==> src/rtl/image_load_ctrl.sv <==
// Image memory sequencer: loads a 784-pixel stream into the image memory, then serves range-checked reads.
// Optional build macro IMG_NORM_EN scales each pixel left by NORM_SHIFT before it is written.
module image_load_ctrl #(
   parameter int NUM_PIXELS = 784,
   parameter int ADDR_W     = 16,
   parameter int NORM_SHIFT = 8
) (
   input  logic              clk,
   input  logic              reset,
   input  logic              start,
   input  logic              pix_valid,
   input  logic [7:0]        pix_data,
   output logic              pix_ready,
   output logic [ADDR_W-1:0] mem_write_addr,
   output logic [31:0]       mem_write_data,
   output logic              mem_write_enable,
   output logic [ADDR_W-1:0] mem_read_addr,
   input  logic [31:0]       mem_read_data,
   input  logic              rd_req,
   input  logic [ADDR_W-1:0] rd_addr,
   output logic              rd_valid,
   output logic [31:0]       rd_data,
   output logic              rd_err,
   output logic              image_ready,
   input  logic              img_release,
   output logic [ADDR_W-1:0] pix_count
);

   typedef enum logic [1:0] {
      IDLE  = 2'd0,
      LOAD  = 2'd1,
      READY = 2'd2
   } state_t;

   localparam logic [ADDR_W-1:0] LAST_ADDR = ADDR_W'(NUM_PIXELS - 1);
   localparam logic [ADDR_W-1:0] PIX_LIMIT = ADDR_W'(NUM_PIXELS);

   state_t      state;
   logic        beat;
   logic        rd_ok;
   logic [31:0] pix_word;

   // Pixel to memory word conversion; values stay non-negative either way
`ifdef IMG_NORM_EN
   assign pix_word = {24'b0, pix_data} << NORM_SHIFT;
`else
   logic unused_norm_shift;
   assign unused_norm_shift = (NORM_SHIFT != 0);
   assign pix_word = {24'b0, pix_data};
`endif

   assign pix_ready        = (state == LOAD);
   assign beat             = pix_valid & pix_ready;
   assign mem_write_enable = beat;
   assign mem_write_addr   = beat ? pix_count : '0;
   assign mem_write_data   = beat ? pix_word : '0;
   assign mem_read_addr    = rd_addr;
   assign rd_ok            = (state == READY) && (rd_addr < PIX_LIMIT);

   // Load sequencing: the final beat moves straight to READY so no address past the image is written
   always_ff @(posedge clk) begin
      if (reset) begin
         state       <= IDLE;
         pix_count   <= '0;
         image_ready <= 1'b0;
      end else begin
         case (state)
            IDLE: begin
               if (start) begin
                  state     <= LOAD;
                  pix_count <= '0;
               end
            end
            LOAD: begin
               if (beat) begin
                  pix_count <= pix_count + ADDR_W'(1);
                  if (pix_count == LAST_ADDR) begin
                     state       <= READY;
                     image_ready <= 1'b1;
                  end
               end
            end
            READY: begin
               if (start) begin
                  state       <= LOAD;
                  pix_count   <= '0;
                  image_ready <= 1'b0;
               end else if (img_release) begin
                  state       <= IDLE;
                  image_ready <= 1'b0;
               end
            end
            default: begin
               state       <= IDLE;
               pix_count   <= '0;
               image_ready <= 1'b0;
            end
         endcase
      end
   end

   // Read port: the response reflects the state seen in the request cycle; rd_data holds between requests
   always_ff @(posedge clk) begin
      if (reset) begin
         rd_valid <= 1'b0;
         rd_err   <= 1'b0;
         rd_data  <= '0;
      end else begin
         rd_valid <= rd_req;
         rd_err   <= rd_req & ~rd_ok;
         if (rd_req) begin
            rd_data <= rd_ok ? mem_read_data : '0;
         end
      end
   end

endmodule
==> config.mk <==
export PLATFORM = sky130hd
export DESIGN_NAME = image_load_ctrl
export DESIGN_NICKNAME = d
export VERILOG_FILES = /design/src/rtl/image_load_ctrl.sv
export SDC_FILE = /design/constraint.sdc
export NUM_CORES = 1
export LEC_CHECK = 0
export BUFFER_PORTS_ARGS = -buffer_cell sky130_fd_sc_hd__clkbuf_2
export CAP_MARGIN = 20
export CORE_ASPECT_RATIO = 1.4
export CORE_MARGIN = 2
export CORE_UTILIZATION = 43
export DETAILED_ROUTE_END_ITERATION = 6
export PLACE_DENSITY_LB_ADDON = 0.25
export SYNTH_ARGS = -nofsm -noshare
export SYNTH_HDL_FRONTEND = slang
export SYNTH_SLANG_ARGS = --single-unit
==> constraint.sdc <==
create_clock -name clk -period 3.3 [get_ports clk]
set_clock_uncertainty 0.1 [all_clocks]
set_input_delay 0.99 -clock clk [delete_from_list [all_inputs] [get_ports clk]]
set_output_delay 0.99 -clock clk [all_outputs]
set_load 0.05 [all_outputs]
==> impl_metrics.xml, run 1 <==
<?xml version="1.0" encoding="UTF-8"?>
<metrics>
  <group name="status">
    <metric name="status" unit="">finished, final reports clean</metric>
  </group>
  <group name="place">
    <metric name="post-dp-hpwl" unit="µm">5055</metric>
    <metric name="numPlacedInstances" unit="">503</metric>
    <metric name="io_buffers" unit="">146</metric>
    <metric name="post-place-ws" unit="ns">0.3369</metric>
    <metric name="globalplace.congestion" unit="">0.8065</metric>
  </group>
  <group name="critical_path">
    <metric name="crit_path_max_incr_delay" unit="ns">0.32</metric>
    <metric name="start_kind" unit="">input port</metric>
    <metric name="critPathKind" unit="">in2out</metric>
    <metric name="r2r_setup_slack" unit="ns">1.19</metric>
    <metric name="cp-end-kind" unit="">output port</metric>
    <metric name="cp_cell_sequence" unit="">clkbuf_2 &gt; and2_1 &gt; clkbuf_2</metric>
    <metric name="critPathRequiredTime" unit="ns">2.21</metric>
    <metric name="crit-reg2reg-launch" unit="">pix_count[3]$_SDFFE_PP0P_</metric>
    <metric name="critPathArrivalTime" unit="ns">1.87</metric>
    <metric name="worst_r2r_path_depth" unit="">4</metric>
    <metric name="critical_path.max_fanout" unit="">28</metric>
    <metric name="path_buf_inv" unit="">2</metric>
    <metric name="critPathMostFrequentCell" unit="">sky130_fd_sc_hd__clkbuf_2</metric>
    <metric name="worstReg2RegEnd" unit="">image_ready$_SDFFE_PP0P_</metric>
    <metric name="critical_path.top_delay_family" unit="">buffers and inverters</metric>
    <metric name="cpMaxStageDelayCell" unit="">sky130_fd_sc_hd__clkbuf_2</metric>
  </group>
  <group name="drt">
    <metric name="wl_per_cell" unit="µm">12.98</metric>
    <metric name="firstDrtPassIters" unit="">6</metric>
    <metric name="route.antenna.remaining_nets" unit="">0</metric>
    <metric name="detail_route.vias_per_cell" unit="">5.012</metric>
    <metric name="route.final.wire_length" unit="µm">6632</metric>
    <metric name="drc" unit="">0</metric>
    <metric name="routed-via-count" unit="">2561</metric>
    <metric name="dr.first_iter.drc_count" unit="">109</metric>
  </group>
  <group name="sta">
    <metric name="final_period_minus_worst_setup_slack" unit="ns">2.958</metric>
    <metric name="slew-limit-headroom" unit="%">58.15</metric>
    <metric name="setup-tns-final" unit="ns">0</metric>
    <metric name="grt_setup_unrepaired" unit="">false</metric>
    <metric name="post-route-worst-setup-slack" unit="ns">0.3423</metric>
    <metric name="slew_at_the_pin_closest_to_its_max_slew_limit" unit="ns">0.6197</metric>
    <metric name="fmax" unit="MHz">338.1</metric>
    <metric name="finalCritPeriodShare" unit="%">89.63</metric>
    <metric name="final_hold_viol_count" unit="">0</metric>
    <metric name="report.final.setup_viol" unit="">0</metric>
    <metric name="final_max_slew_viol_count" unit="">0</metric>
  </group>
  <group name="logic_synthesis">
    <metric name="synth.ff_latch_count" unit="">53</metric>
    <metric name="yosys_warnings" unit="">0</metric>
    <metric name="synthFlopType" unit="">sky130_fd_sc_hd__dfxtp_1</metric>
    <metric name="synth.top_cells.by_count" unit="">sky130_fd_sc_hd__dfxtp_1 (53), sky130_fd_sc_hd__buf_4 (40), sky130_fd_sc_hd__nor2_1 (26), sky130_fd_sc_hd__and3_1 (25), sky130_fd_sc_hd__nand2_1 (24)</metric>
    <metric name="synth_area_per_cell" unit="µm²">8.886</metric>
    <metric name="synthDominantAreaCellType" unit="">sky130_fd_sc_hd__dfxtp_1</metric>
    <metric name="syn_area" unit="µm²">2790</metric>
    <metric name="synth_edf_count" unit="">0</metric>
    <metric name="ys_top_cells_by_area" unit="">sky130_fd_sc_hd__dfxtp_1 (38%), sky130_fd_sc_hd__buf_4 (11%), sky130_fd_sc_hd__a21oi_2 (5.7%), sky130_fd_sc_hd__and3_1 (5.6%), sky130_fd_sc_hd__a22oi_2 (4.5%)</metric>
    <metric name="netlist.area_leader.share" unit="%">38.03</metric>
    <metric name="post_synth_inst_count" unit="">314</metric>
    <metric name="ys_types" unit="">46</metric>
    <metric name="postSynth.asyncResetShare" unit="%">0</metric>
    <metric name="synth_seq_area_share" unit="%">38.03</metric>
    <metric name="cell_with_the_most_instances_after_synthesis" unit="">sky130_fd_sc_hd__dfxtp_1</metric>
  </group>
  <group name="min_path">
    <metric name="timing.hold.worst.class" unit="">reg2reg</metric>
    <metric name="worst_hold_startpoint" unit="">rd_data[8]$_SDFFE_PP0P_</metric>
    <metric name="hold_end" unit="">rd_data[8]$_SDFFE_PP0P_</metric>
    <metric name="hold_crit_depth" unit="">2</metric>
  </group>
  <group name="floorplanning">
    <metric name="core" unit="µm²">6254</metric>
    <metric name="placementRows" unit="">34</metric>
    <metric name="die-height" unit="µm">99.31</metric>
    <metric name="floorplan.initialDensity" unit="%">44.62</metric>
    <metric name="die_w" unit="µm">72.08</metric>
    <metric name="full_die_area" unit="µm²">7158</metric>
    <metric name="top_level_ports" unit="">179</metric>
  </group>
  <group name="global_routing">
    <metric name="grt_pass1_wl" unit="µm">10930</metric>
    <metric name="grt_remaining_overflow" unit="">0</metric>
    <metric name="antenna_found_initial" unit="">0</metric>
    <metric name="grt_pass1_vias" unit="">2451</metric>
    <metric name="gr-usage-all-layers" unit="%">18.45</metric>
    <metric name="maximum_number_of_pins_on_one_net_before_global_route_repair" unit="">40</metric>
  </group>
  <group name="clock_tree">
    <metric name="cts-hold-fix-buffers" unit="">0</metric>
    <metric name="cts.sink_count" unit="">53</metric>
    <metric name="ctsLongestPathBuffers" unit="">2</metric>
    <metric name="tritoncts" unit="">done</metric>
    <metric name="cts-root-buf" unit="">sky130_fd_sc_hd__clkbuf_8</metric>
    <metric name="cts_post_setup_buffers_inserted" unit="">0</metric>
    <metric name="post_cts_resized" unit="">0</metric>
    <metric name="worst_skew_pair.late_latency" unit="ns">0.29</metric>
    <metric name="cts_inserted_buffers" unit="">5</metric>
    <metric name="clock_tree.htree_level_count" unit="">2</metric>
    <metric name="worst_setup_hold_path_clk_slew" unit="ns">0.10</metric>
  </group>
  <group name="cells_and_area">
    <metric name="final_util" unit="%">55.88</metric>
    <metric name="antenna_cells_inserted" unit="">0</metric>
    <metric name="post_layout_cell_count" unit="">511</metric>
    <metric name="areaGrowthSynthToFinish" unit="%">25.25</metric>
    <metric name="finalNetCount" unit="">501</metric>
    <metric name="post_route_cells_drive_above_1_share" unit="%">48.29</metric>
  </group>
  <group name="flow_run">
    <metric name="cap_violations" unit="">0</metric>
  </group>
  <group name="power_and_ir_drop">
    <metric name="leakage_component_of_the_power" unit="nW">1.605</metric>
    <metric name="pwr_density_cell" unit="nW/µm²">404.5</metric>
    <metric name="ir_worst_vdd" unit="µV">314.0</metric>
  </group>
</metrics>
==> placed cells by master, fill, tap and decap left out, drive strengths merged, types with 3 or more instances in the layout <==
cell	instances
o31ai	6
nand3	4
nand2	42
xnor2	6
nor3b	3
and3	25
nand4	3
nor2	27
inv	3
conb	24
buf	7
a22oi	15
a21oi	28
nor3	3
clkbuf	151
or4	9
or3	3
dfxtp	53
==> how the worst max path moves through the flow <==
stage	slack (ns)	endpoint	start	cells after the start
after floorplan	0.30	mem_write_addr[13]	state[0]$_SDFFE_PP0P_	5
after global placement	0.38	mem_write_enable	pix_valid	3
after detailed placement	0.34	mem_write_enable	pix_valid	3
after CTS	0.34	mem_write_enable	pix_valid	3
after global routing	0.25	mem_write_enable	pix_valid	3
final	0.34	mem_write_enable	pix_valid	3
==> worst reg2reg max path: stages (launching register included) <==
cell and delay [ns]:
sky130_fd_sc_hd__dfxtp_1 0.50, sky130_fd_sc_hd__or4b_1 0.46, sky130_fd_sc_hd__o41ai_1 0.62, sky130_fd_sc_hd__a31oi_1 0.16
sky130_fd_sc_hd__nor3_1 0.18
==> sequential cells by signal, indices dropped and copies added, names as in the netlist <==
register	flops
rd_err	1
pix_count	16
image_ready	1
rd_data	32
state	2
rd_valid	1
==> cell type report <==
type | instances | area (µm²)
clock inverter | 3 | 68.82
tap | 72 | 90.09
fill | 596 | 2759
sequential | 53 | 1061
clock buffer | 5 | 68.82
inverter | 3 | 11.26
multi-input combinational | 222 | 1399
timing repair buffer | 153 | 795.8
==> logic make-up after synthesis <==
logic type                 after synthesis  synth area share (%)
xor gates and xnor gates                 7                 2.197
adders and majority gates                1                0.4484
DFF                                     53                 38.03
buffers and inverters                   62                 14.93
and+or+nand+nor                        131                 26.10
AOI/OAI and AO/OA                       59                 18.16
other                                    1                0.1344
==> per-stage QoR <==
stage	area, µm²	total power, mW	hold WS [ns]
2_1_floorplan	2877	0.8848	0.4125
3_3_place_gp	3357	0.9048	0.3634
3_5_place_dp	3357	0.9073	0.3655
4_1_cts	3495	1.435	0.3831
5_1_grt	3495	1.468	0.3964
6_report	3495	1.414	0.3814
==> routing by layer <==
metal | track usage (%) | vias to the layer above | wire (µm)
met3 | 4.762 | 2 | 465
met5 | 0 | - | 0
li1 | - | 1278 | -
met1 | 21.92 | 1184 | 2736
met2 | 32.60 | 97 | 3405
met4 | 4.644 | 0 | 25
==> power breakdown <==
group	switching [mW]	leakage (nW)	internal, mW	total (mW)
Combinational	0.187	1.11	0.0551	0.242
Sequential	0.00574	0.428	0.644	0.650
Clock	0.216	0.0687	0.305	0.522
Total	0.409	1.61	1.00	1.41
Power figures use the tool's default switching activity.
==> run 2, diff against run 1 <==
--- a/config.mk
+++ b/config.mk
@@ -8,7 +8,7 @@
 export BUFFER_PORTS_ARGS = -buffer_cell sky130_fd_sc_hd__clkbuf_2
 export CAP_MARGIN = 20
 export CORE_ASPECT_RATIO = 1.4
-export CORE_MARGIN = 2
+export CORE_MARGIN = 5
 export CORE_UTILIZATION = 43
 export DETAILED_ROUTE_END_ITERATION = 6
 export PLACE_DENSITY_LB_ADDON = 0.25
==> impl_metrics.xml, run 2 (synthesized netlist as in run 1, its figures left out) <==
<?xml version="1.0" encoding="UTF-8"?>
<metrics>
  <group name="status">
    <metric name="status" unit="">finished, final reports clean</metric>
  </group>
  <group name="sta">
    <metric name="slew-limit-headroom" unit="%">56.90</metric>
    <metric name="grt_setup_unrepaired" unit="">false</metric>
    <metric name="slew_at_the_pin_closest_to_its_max_slew_limit" unit="ns">0.6381</metric>
    <metric name="report.final.setup_viol" unit="">0</metric>
    <metric name="fmax" unit="MHz">335.2</metric>
    <metric name="final_period_minus_worst_setup_slack" unit="ns">2.983</metric>
    <metric name="setup-tns-final" unit="ns">0</metric>
    <metric name="finalCritPeriodShare" unit="%">90.39</metric>
    <metric name="final_max_slew_viol_count" unit="">0</metric>
    <metric name="final_hold_viol_count" unit="">0</metric>
    <metric name="post-route-worst-setup-slack" unit="ns">0.3171</metric>
  </group>
  <group name="cells_and_area">
    <metric name="post_route_cells_drive_above_1_share" unit="%">48.29</metric>
    <metric name="seq_area" unit="µm²">1061</metric>
    <metric name="mostFrequentLayoutCell" unit="">sky130_fd_sc_hd__clkbuf_2</metric>
    <metric name="antenna_cells_inserted" unit="">0</metric>
    <metric name="areaGrowthSynthToFinish" unit="%">25.11</metric>
    <metric name="largest_register_ffs" unit="">32</metric>
    <metric name="largest_registers" unit="">rd_data (32), pix_count (16), state (2)</metric>
    <metric name="finalNetCount" unit="">501</metric>
    <metric name="regMostFlops" unit="">rd_data</metric>
    <metric name="mostFrequentLayoutCells" unit="">sky130_fd_sc_hd__clkbuf_2 (146), sky130_fd_sc_hd__dfxtp_1 (53), sky130_fd_sc_hd__nor2_1 (26)</metric>
    <metric name="fillCellCount" unit="">598</metric>
    <metric name="multiInputGateArea" unit="µm²">1399</metric>
  </group>
  <group name="global_routing">
    <metric name="gr_met1_demand_resource" unit="%">19.03</metric>
    <metric name="met3_usage" unit="%">6.229</metric>
    <metric name="grt_remaining_overflow" unit="">0</metric>
    <metric name="gr-usage-all-layers" unit="%">16.76</metric>
    <metric name="antenna_found_initial" unit="">0</metric>
    <metric name="maximum_number_of_pins_on_one_net_before_global_route_repair" unit="">40</metric>
    <metric name="grt_pass1_wl" unit="µm">11840</metric>
    <metric name="use_met2" unit="%">29.03</metric>
    <metric name="most_used_routing_layer" unit="">met2</metric>
    <metric name="grt_pass1_vias" unit="">2578</metric>
  </group>
  <group name="critical_path">
    <metric name="path_buf_inv" unit="">2</metric>
    <metric name="critical_path.top_delay_family" unit="">buffers and inverters</metric>
    <metric name="critPathKind" unit="">in2out</metric>
    <metric name="critPathRequiredTime" unit="ns">2.21</metric>
    <metric name="critical_path.max_fanout" unit="">28</metric>
    <metric name="cpMaxStageDelayCell" unit="">sky130_fd_sc_hd__clkbuf_2</metric>
    <metric name="critPathArrivalTime" unit="ns">1.89</metric>
    <metric name="r2r_setup_slack" unit="ns">1.19</metric>
    <metric name="cp-end-kind" unit="">output port</metric>
    <metric name="start_kind" unit="">input port</metric>
    <metric name="crit_path_max_incr_delay" unit="ns">0.33</metric>
    <metric name="cp_cell_sequence" unit="">clkbuf_2 &gt; and2_1 &gt; clkbuf_2</metric>
    <metric name="critPathMostFrequentCell" unit="">sky130_fd_sc_hd__clkbuf_2</metric>
  </group>
  <group name="clock_tree">
    <metric name="cts-root-buf" unit="">sky130_fd_sc_hd__clkbuf_8</metric>
    <metric name="cts.sink_count" unit="">53</metric>
    <metric name="worst_skew_pair.late_latency" unit="ns">0.29</metric>
    <metric name="cts_post_setup_buffers_inserted" unit="">0</metric>
    <metric name="clock_tree.htree_level_count" unit="">2</metric>
    <metric name="tritoncts" unit="">done</metric>
    <metric name="ctsLongestPathBuffers" unit="">2</metric>
    <metric name="cts_inserted_buffers" unit="">5</metric>
    <metric name="cts-hold-fix-buffers" unit="">0</metric>
    <metric name="post_cts_resized" unit="">0</metric>
    <metric name="worst_setup_hold_path_clk_slew" unit="ns">0.09</metric>
  </group>
  <group name="power_and_ir_drop">
    <metric name="ir_worst_vdd" unit="µV">271.4</metric>
    <metric name="pwr_density_cell" unit="nW/µm²">402.3</metric>
    <metric name="leakage_component_of_the_power" unit="nW">1.605</metric>
  </group>
  <group name="flow_run">
    <metric name="cap_violations" unit="">0</metric>
  </group>
  <group name="place">
    <metric name="globalplace.congestion" unit="">0.8373</metric>
    <metric name="io_buffers" unit="">146</metric>
    <metric name="post-dp-hpwl" unit="µm">5552</metric>
    <metric name="post-place-ws" unit="ns">0.3200</metric>
  </group>
  <group name="floorplanning">
    <metric name="full_die_area" unit="µm²">8223</metric>
    <metric name="floorplan.initialDensity" unit="%">44.62</metric>
    <metric name="placementRows" unit="">34</metric>
    <metric name="die-height" unit="µm">105.3</metric>
    <metric name="top_level_ports" unit="">179</metric>
    <metric name="core" unit="µm²">6254</metric>
    <metric name="die_w" unit="µm">78.08</metric>
  </group>
  <group name="drt">
    <metric name="route.final.wire_length" unit="µm">7163</metric>
    <metric name="routed-via-count" unit="">2578</metric>
    <metric name="dr.first_iter.drc_count" unit="">51</metric>
    <metric name="detail_route.vias_per_cell" unit="">5.045</metric>
    <metric name="firstDrtPassIters" unit="">4</metric>
    <metric name="wl_per_cell" unit="µm">14.02</metric>
    <metric name="route.antenna.remaining_nets" unit="">0</metric>
    <metric name="drc" unit="">0</metric>
  </group>
  <group name="min_path">
    <metric name="timing.hold.worst.class" unit="">reg2reg</metric>
  </group>
</metrics>
==> run 2: worst paths after layout <==
check | start | end | depth (start not counted)
worst max-delay path | pix_valid | mem_write_enable | 3
worst max register to register | pix_count[3]$_SDFFE_PP0P_ | image_ready$_SDFFE_PP0P_ | 4
worst min register to register | rd_data[28]$_SDFFE_PP0P_ | rd_data[28]$_SDFFE_PP0P_ | 2
worst min-delay path | rd_data[28]$_SDFFE_PP0P_ | rd_data[28]$_SDFFE_PP0P_ | 2
==> run 2: worst register-to-register path, cell delays in order (launching register included) <==
cell                      delay (ns)
sky130_fd_sc_hd__dfxtp_1        0.51
sky130_fd_sc_hd__or4b_1         0.46
sky130_fd_sc_hd__o41ai_1        0.64
sky130_fd_sc_hd__a31oi_1        0.16
sky130_fd_sc_hd__nor3_1         0.17
==> run 2: cell type report <==
type                       count  area share, %
multi-input combinational    222          40.07
sequential                    53          30.39
timing repair buffer         153          22.80
tap                           72          2.581
clock buffer                   5          1.971
clock inverter                 3          1.864
inverter                       3         0.3226
==> run 2: layer usage <==
metal  part of all wire [%]  vias up
li1                       -     1274
met1                     38     1185
met3                     11       13
met5                      0        -
met4                    1.6        0
met2                     49      106
==> run 2: where the power goes <==
part	total, mW	internal, mW	leakage [nW]	switching [mW]
combinational	0.244	0.0550	1.11	0.189
clock	0.511	0.301	0.0681	0.209
sequential	0.650	0.644	0.428	0.00630
total	1.40	1.00	1.60	0.404
==> run 2: metrics by stage <==
| stage | hold WS (ns) | power (mW) | utilization [%] | cells | area, µm² |
|---|---|---|---|---|---|
| 2_1_floorplan | 0.4125 | 0.8848 | - | 337 | 2877 |
| 5_1_grt | 0.4001 | 1.467 | 55.82 | 511 | 3491 |
| 3_5_place_dp | 0.3693 | 0.9095 | 53.68 | 503 | 3357 |
| 6_report | 0.3825 | 1.405 | 55.82 | 511 | 3491 |
| 3_3_place_gp | 0.3633 | 0.9067 | 53.68 | 503 | 3357 |
| 4_1_cts | 0.3846 | 1.423 | 55.82 | 511 | 3491 |
